==> src/rtl/bayer_capture_sequencer_if.sv <==
// Pixel stream between the sensor input register stage, the capture sequencer and the
// Bayer converter. The master drives the raw sensor side; the slave is the sequencer.
interface bayer_capture_sequencer_if;
  logic        iFVAL;
  logic        iLVAL;
  logic [11:0] iDATA;
  logic [11:0] oDATA;
  logic        oDVAL;
  logic [10:0] oX_Cont;
  logic [10:0] oY_Cont;

  modport master (
    output iFVAL, iLVAL, iDATA,
    input  oDATA, oDVAL, oX_Cont, oY_Cont
  );

  modport slave (
    input  iFVAL, iLVAL, iDATA,
    output oDATA, oDVAL, oX_Cont, oY_Cont
  );
endinterface

==> src/rtl/bayer_capture_sequencer.sv <==
// Frame-aligned capture sequencer: arming, frame decimation, X/Y counters, length checks.
// Optional crop window is enabled with `BAYER_SEQ_CROP_EN.
module bayer_capture_sequencer #(
  parameter int H_ACTIVE = 1280,
  parameter int V_ACTIVE = 960,
  parameter int CROP_X0  = 0,
  parameter int CROP_Y0  = 0,
  parameter int CROP_W   = 640,
  parameter int CROP_H   = 480
) (
  input  logic                              iCLK,
  input  logic                              iRST,
  input  logic                              iSTART,
  input  logic                              iSTOP,
  input  logic [3:0]                        iSKIP,
  bayer_capture_sequencer_if.slave          px,
  output logic [31:0]                       oFrame_Cont,
  output logic                              oBUSY,
  output logic                              oERR
);

  localparam logic [10:0] XY_MAX = 11'h7FF;

  // Odd crop origins or sizes would flip the Bayer phase of the output window.
  if ((CROP_X0 % 2) != 0 || (CROP_Y0 % 2) != 0 || (CROP_W % 2) != 0 || (CROP_H % 2) != 0) begin : g_crop_odd
    $error("bayer_capture_sequencer: crop origin and size must be even");
  end

  typedef enum logic [1:0] {S_IDLE, S_ARMED, S_CAPTURE, S_SKIP} state_t;

  state_t      r_state, w_state_nxt;
  logic        r_fval_d, r_lval_d, r_stop_pend, r_err, r_dval;
  logic [3:0]  r_skip;
  logic [10:0] r_x, r_y, r_ox, r_oy;
  logic [11:0] r_data;
  logic [31:0] r_frame;

  logic        w_fval_rise, w_fval_fall, w_lval_fall, w_pix, w_stop;
  logic        w_load_skip, w_dec_skip, w_frame_done, w_capture;
  logic        w_y_inc, w_err_set, w_win;
  logic [10:0] w_x_cur, w_y_cur, w_y_fin, w_xo, w_yo;

  assign w_fval_rise = px.iFVAL & ~r_fval_d;
  assign w_fval_fall = ~px.iFVAL & r_fval_d;
  assign w_lval_fall = ~px.iLVAL & r_lval_d;
  assign w_pix       = px.iFVAL & px.iLVAL;
  assign w_stop      = r_stop_pend | iSTOP;

  always_comb begin
    w_state_nxt  = r_state;
    w_load_skip  = 1'b0;
    w_dec_skip   = 1'b0;
    w_frame_done = 1'b0;
    case (r_state)
      S_IDLE:
        if (!iSTOP && iSTART) w_state_nxt = S_ARMED;
      S_ARMED:
        if (iSTOP) w_state_nxt = S_IDLE;
        else if (w_fval_rise) begin
          if (r_skip == 4'd0) begin
            w_state_nxt = S_CAPTURE;
            w_load_skip = 1'b1;
          end else begin
            w_state_nxt = S_SKIP;
          end
        end
      S_CAPTURE:
        if (w_fval_fall) begin
          w_frame_done = 1'b1;
          w_state_nxt  = w_stop ? S_IDLE : S_ARMED;
        end
      S_SKIP:
        if (w_fval_fall) begin
          w_dec_skip  = 1'b1;
          w_state_nxt = w_stop ? S_IDLE : S_ARMED;
        end
      default: w_state_nxt = S_IDLE;
    endcase
  end

  // The frame-start cycle itself already belongs to the captured frame.
  assign w_capture = (r_state == S_CAPTURE) | w_load_skip;

  assign w_x_cur = w_fval_rise ? 11'd0 : r_x;
  assign w_y_cur = w_fval_rise ? 11'd0 : r_y;
  assign w_y_inc = w_lval_fall && (r_x != 11'd0) && (r_y != XY_MAX);
  // Row count as it stands after this cycle, so a line ending on the frame's last cycle counts.
  assign w_y_fin = w_y_inc ? r_y + 11'd1 : r_y;

  assign w_err_set = (r_state == S_CAPTURE) &&
                     ((w_lval_fall && (r_x != 11'(H_ACTIVE))) ||
                      (w_fval_fall && (w_y_fin != 11'(V_ACTIVE))));

`ifdef BAYER_SEQ_CROP_EN
  logic [11:0] w_xr, w_yr;
  // Left of / above the window the subtraction wraps to a large value and fails the compare.
  assign w_xr  = {1'b0, w_x_cur} - 12'(CROP_X0);
  assign w_yr  = {1'b0, w_y_cur} - 12'(CROP_Y0);
  assign w_win = !w_xr[11] && !w_yr[11] && (w_xr < 12'(CROP_W)) && (w_yr < 12'(CROP_H));
  assign w_xo  = w_xr[10:0];
  assign w_yo  = w_yr[10:0];
`else
  assign w_win = 1'b1;
  assign w_xo  = w_x_cur;
  assign w_yo  = w_y_cur;
`endif

  always_ff @(posedge iCLK or negedge iRST) begin
    if (!iRST) begin
      r_state     <= S_IDLE;
      r_fval_d    <= 1'b0;
      r_lval_d    <= 1'b0;
      r_stop_pend <= 1'b0;
      r_skip      <= 4'd0;
      r_frame     <= 32'd0;
      r_err       <= 1'b0;
    end else begin
      r_state  <= w_state_nxt;
      r_fval_d <= px.iFVAL;
      r_lval_d <= px.iLVAL;
      if (w_state_nxt == S_IDLE || w_state_nxt == S_ARMED) r_stop_pend <= 1'b0;
      else if (iSTOP)                                      r_stop_pend <= 1'b1;
      if (w_load_skip)                         r_skip <= iSKIP;
      else if (w_dec_skip && r_skip != 4'd0)   r_skip <= r_skip - 4'd1;
      if (w_frame_done) r_frame <= r_frame + 32'd1;
      if (w_err_set)    r_err <= 1'b1;
      else if (iSTART)  r_err <= 1'b0;
    end
  end

  always_ff @(posedge iCLK or negedge iRST) begin
    if (!iRST) begin
      r_x <= 11'd0;
      r_y <= 11'd0;
    end else begin
      if (w_pix)                           r_x <= (w_x_cur == XY_MAX) ? XY_MAX : w_x_cur + 11'd1;
      else if (w_lval_fall || w_fval_rise) r_x <= 11'd0;
      if (w_fval_rise)  r_y <= 11'd0;
      else if (w_y_inc) r_y <= r_y + 11'd1;
    end
  end

  always_ff @(posedge iCLK or negedge iRST) begin
    if (!iRST) begin
      r_dval <= 1'b0;
      r_data <= 12'd0;
      r_ox   <= 11'd0;
      r_oy   <= 11'd0;
    end else begin
      r_dval <= w_capture & w_pix & w_win;
      if (w_pix) begin
        r_data <= px.iDATA;
        r_ox   <= w_xo;
        r_oy   <= w_yo;
      end
    end
  end

  assign px.oDATA    = r_data;
  assign px.oDVAL    = r_dval;
  assign px.oX_Cont  = r_ox;
  assign px.oY_Cont  = r_oy;
  assign oFrame_Cont = r_frame;
  assign oBUSY       = (r_state != S_IDLE);
  assign oERR        = r_err;

endmodule

==> src/flat_wrapper.sv <==
// flat-port wrapper written by rule: the top's interface ports become plain ports
module bayer_capture_sequencer_flat 
#(
  parameter int H_ACTIVE = 1280,
  parameter int V_ACTIVE = 960,
  parameter int CROP_X0  = 0,
  parameter int CROP_Y0  = 0,
  parameter int CROP_W   = 640,
  parameter int CROP_H   = 480
)
  (iCLK, iRST, iSTART, iSTOP, iSKIP, oFrame_Cont, oBUSY, oERR, px_iFVAL, px_iLVAL, px_iDATA, px_oDATA, px_oDVAL, px_oX_Cont, px_oY_Cont);
  bayer_capture_sequencer_if px_i ();
  input  logic iCLK;
  input  logic iRST;
  input  logic iSTART;
  input  logic iSTOP;
  input  logic [3:0] iSKIP;
  output logic [31:0] oFrame_Cont;
  output logic oBUSY;
  output logic oERR;
  input wire logic [$bits(px_i.iFVAL)-1:0] px_iFVAL;
  input wire logic [$bits(px_i.iLVAL)-1:0] px_iLVAL;
  input wire logic [$bits(px_i.iDATA)-1:0] px_iDATA;
  output wire logic [$bits(px_i.oDATA)-1:0] px_oDATA;
  output wire logic [$bits(px_i.oDVAL)-1:0] px_oDVAL;
  output wire logic [$bits(px_i.oX_Cont)-1:0] px_oX_Cont;
  output wire logic [$bits(px_i.oY_Cont)-1:0] px_oY_Cont;
  assign px_i.iFVAL = px_iFVAL;
  assign px_i.iLVAL = px_iLVAL;
  assign px_i.iDATA = px_iDATA;
  assign px_oDATA = px_i.oDATA;
  assign px_oDVAL = px_i.oDVAL;
  assign px_oX_Cont = px_i.oX_Cont;
  assign px_oY_Cont = px_i.oY_Cont;
  bayer_capture_sequencer #(.H_ACTIVE(H_ACTIVE), .V_ACTIVE(V_ACTIVE), .CROP_X0(CROP_X0), .CROP_Y0(CROP_Y0), .CROP_W(CROP_W), .CROP_H(CROP_H)) u_core (.iCLK(iCLK), .iRST(iRST), .iSTART(iSTART), .iSTOP(iSTOP), .iSKIP(iSKIP), .px(px_i), .oFrame_Cont(oFrame_Cont), .oBUSY(oBUSY), .oERR(oERR));
endmodule
==> config.mk <==
export PLATFORM = sky130hd
export DESIGN_NAME = bayer_capture_sequencer_flat
export DESIGN_NICKNAME = d
export VERILOG_FILES = /design/src/rtl/bayer_capture_sequencer_if.sv /design/src/rtl/bayer_capture_sequencer.sv /design/src/flat_wrapper.sv
export SDC_FILE = /design/constraint.sdc
export NUM_CORES = 1
export LEC_CHECK = 0
export CORE_MARGIN = 2
export CORE_UTILIZATION = 52
export CTS_CLUSTER_DIAMETER = 60
export DETAILED_ROUTE_END_ITERATION = 7
export PLACE_DENSITY = 0.8
export SYNTH_ARGS = -nofsm -noshare
export SYNTH_HDL_FRONTEND = slang
export SYNTH_SLANG_ARGS = --single-unit
==> constraint.sdc <==
create_clock -name iCLK -period 2.9 [get_ports iCLK]
set_input_delay 0.435 -clock iCLK [delete_from_list [all_inputs] [get_ports iCLK]]
set_output_delay 0.435 -clock iCLK [all_outputs]
set_load 0.05 [all_outputs]
==> metrics.cfg <==
[status]
outcome = completed

[setup_path]
cp-start-kind = input pin
cp_slowest_stage_delay_ns = 0.48
critical_path.top_delay_family = simple AND/OR/NAND/NOR gates
worstSetupPathType = input pin to flip-flop
rr_startpoint = u_core.r_y[0]
end_kind = flip-flop
regToRegSetupSlack_ns = 0.55
cp_slowest_cell = clkdlybuf4s50_1
ff2ff_path_depth = 7
cp_max_fo = 10
worstPathArrival_ns = 2.70
required_ns = 3.18
cp.buffers_inverters = 2
crit_chain = clkdlybuf4s50_1 > nand2b_1 > nand2_1 > inv_1 > ha_1 > nand3_1 > nor2_1 > and3_1 > nand4_1 > o211ai_1
regToRegEndpoint = u_core.oERR

[die]
start_util_pct = 53.9
dieArea_um2 = 9860
core_area_um2 = 8760
io-pin-count = 91
fp-row-count = 34
die_y_um = 99.3
die_w_um = 99.3

[sta]
post-route-period-util_pct = 83.4
setup_ws_ns = 0.483
finalSetupViolations = 0
maxSlewHeadroom_pct = 33.4
max_freq_ghz = 0.414
final_max_slew_viol_count = 0
rsz0062_at_grt = no
fin_skew_ns = 0.00714
period_needed_ns = 2.42
final.setup.tns_ns = 0
worst_slew_pin_slew_ns = 0.998
hold_violations = 0

[clock_tree]
ctsResizeCount = 0
clkSinkCount = 99
cts_max_level = 3
cts_tree = built
clkLatencyLatePin_ns = 0.36
hold_buffers = 0
path_clk_slew_ns = 0.10
clock_path_buffers = 2
numCtsBuffers = 9
cts_root_buf = clkbuf_8
post_cts_buffers = 0

[finish]
fin_cells = 672
area_growth_pct = 26.5
final_cell_area_um2 = 5980
diodes = 0
layout-drive-gt1-share_pct = 9.40
nNetsFinal = 585

[power]
comb_power_share_pct = 23.0
finalPower_mw = 3.41
pwr-share-seq_pct = 47.0
switching_share_pct = 32.7
power.leakage_nw = 2.61
p_switching_mw = 1.12
pwr-share-clk_pct = 30.0
internal_power_mw = 2.30
cellPowerDensity_nw_per_um2 = 571
vdd.ir_drop.worst_mv = 0.297

[global_routing]
grt_pass1_wl_um = 18200
overflow = 0
grt_pass1_vias = 3837
grt_util_all_layers_pct = 22.5
antenna_found_initial = 0
grt_max_degree = 79

[detailed_routing]
routed_wl_um = 10900
routed_via_density = 5.75
drc = 0
first_pass_iters = 5
drt_iter0_markers = 190
vias = 3862
postRouteAntennaNets = 0
wl_per_cell_um = 16.2

[place]
place_congestion = 0.903
numPortBuffers = 90
dpl.hpwl_um = 7830
place_area_um2 = 5740
pre_cts_ws_ns = 0.171
dp.cells = 656

[synthesis]
synth_edf_count = 0
synth_common_cells = 99 x dfrtp_1, 68 x nand2_1, 34 x nor2_1
yosysTopAreaCell = dfrtp_1
synth_nets = 494
ys_top_cells_by_area = dfrtp_1 52%, xnor2_1 5.7%, nand2_1 5.4%
ys_seq_area_share_pct = 52.5
netlist_instances = 468
yosysWarnings = 0
yosysUniqueCellTypes = 57
ys.flop_type = dfrtp_1
synth_area_um2 = 4720
async_flop_share_pct = 100
ys_ff_latch = 99
netlist.area_leader.share_pct = 52.5
yosysMostFrequentCell = dfrtp_1
syn_avg_cell_area_um2 = 10.1

[hold_path]
min_path_type = input pin to asynchronous set/reset pin

[flow_run]
cap_violations = 0

## power by group through the flow
stage	clock network, mW	registers [mW]	logic (mW)
after CTS	1.04	1.60	0.790
after floorplan	0	1.82	0.309
after global routing	1.10	1.62	0.842
final	1.02	1.61	0.785
after detailed placement	0	1.63	0.788
after global placement	0	1.62	0.772
## per-stage QoR
step	hold slack [ns]	utilization (%)
2_1_floorplan	0.139	-
3_3_place_gp	0.460	65.5
3_5_place_dp	0.465	65.5
4_1_cts	0.251	68.2
5_1_grt	0.307	68.2
6_report	0.194	68.2
## placed cells by master (no fill, tap or decap), types with 3 or more instances in the layout
master / count
dfrtp_1: 99
clkdlybuf4s50_1: 89
nand2_1: 68
nor2_1: 34
xnor2_1: 31
o21ai_0: 28
nand3_1: 18
inv_1: 15
and3_1: 14
nand4_1: 14
mux2_2: 13
buf_4: 13
nor3_1: 12
xor2_1: 10
clkbuf_8: 9
a21oi_1: 8
nand2b_1: 6
mux2i_1: 6
a31oi_1: 5
a22o_1: 5
o211ai_1: 4
ha_1: 4
nor2b_1: 3
nor4_1: 3
o21a_1: 3
and4_1: 3
a32oi_1: 3
## routing by layer
layer,routed length [um],global-route usage [%]
met2,5320,37.4
met5,0,0
met3,554,3.09
met4,218,8.85
met1,4810,30.1
## cells by family (layout without fill, tap and decap cells)
logic type	Yosys count	after routing	synth area share, %
AO/OA/AOI/OAI	75	75	10.2
XOR/XNOR	41	41	7.60
adder cells (fa/ha/maj)	4	4	1.06
buffers and inverters	37	133	3.36
flip-flops	99	99	52.5
multiplexers	19	19	4.37
AND/OR/NAND/NOR	193	193	20.9
## how the worst max path moves through the flow
stage / start / endpoint / slack (ns) / cells after the start
floorplan: u_core.r_skip[0] / u_core.r_skip[1] / 0.75 / 8
global placement: px_iFVAL / u_core.r_x[0] / 0.26 / 10
detailed placement: px_iFVAL / u_core.r_x[0] / 0.17 / 10
CTS: px_iFVAL / u_core.r_x[2] / 0.54 / 10
global route: px_iFVAL / u_core.r_x[2] / 0.35 / 10
finish: px_iFVAL / u_core.r_x[0] / 0.48 / 10
## sequential cells by signal (all words and copies together), names as in the netlist
name,cells
u_core.r_stop_pend,1
u_core.r_skip,4
u_core.r_fval_d,1
u_core.px.oDATA,12
u_core.r_x,11
u_core.px.oDVAL,1
u_core.px.oX_Cont,11
u_core.oERR,1
u_core.r_y,11
u_core.r_state,2
u_core.px.oY_Cont,11
u_core.r_lval_d,1
u_core.oFrame_Cont,32
## layout make-up
type                            count  area (um2)
Clock buffer                        9         124
Clock inverter                      7         109
Fill cell                         712        2790
Inverter                           15        56.3
Multi-Input combinational cell    332        2090
Sequential cell                    99        2480
Tap cell                          108         135
Timing Repair Buffer              102         988
Note: power is estimated with default switching activity, not from simulation.
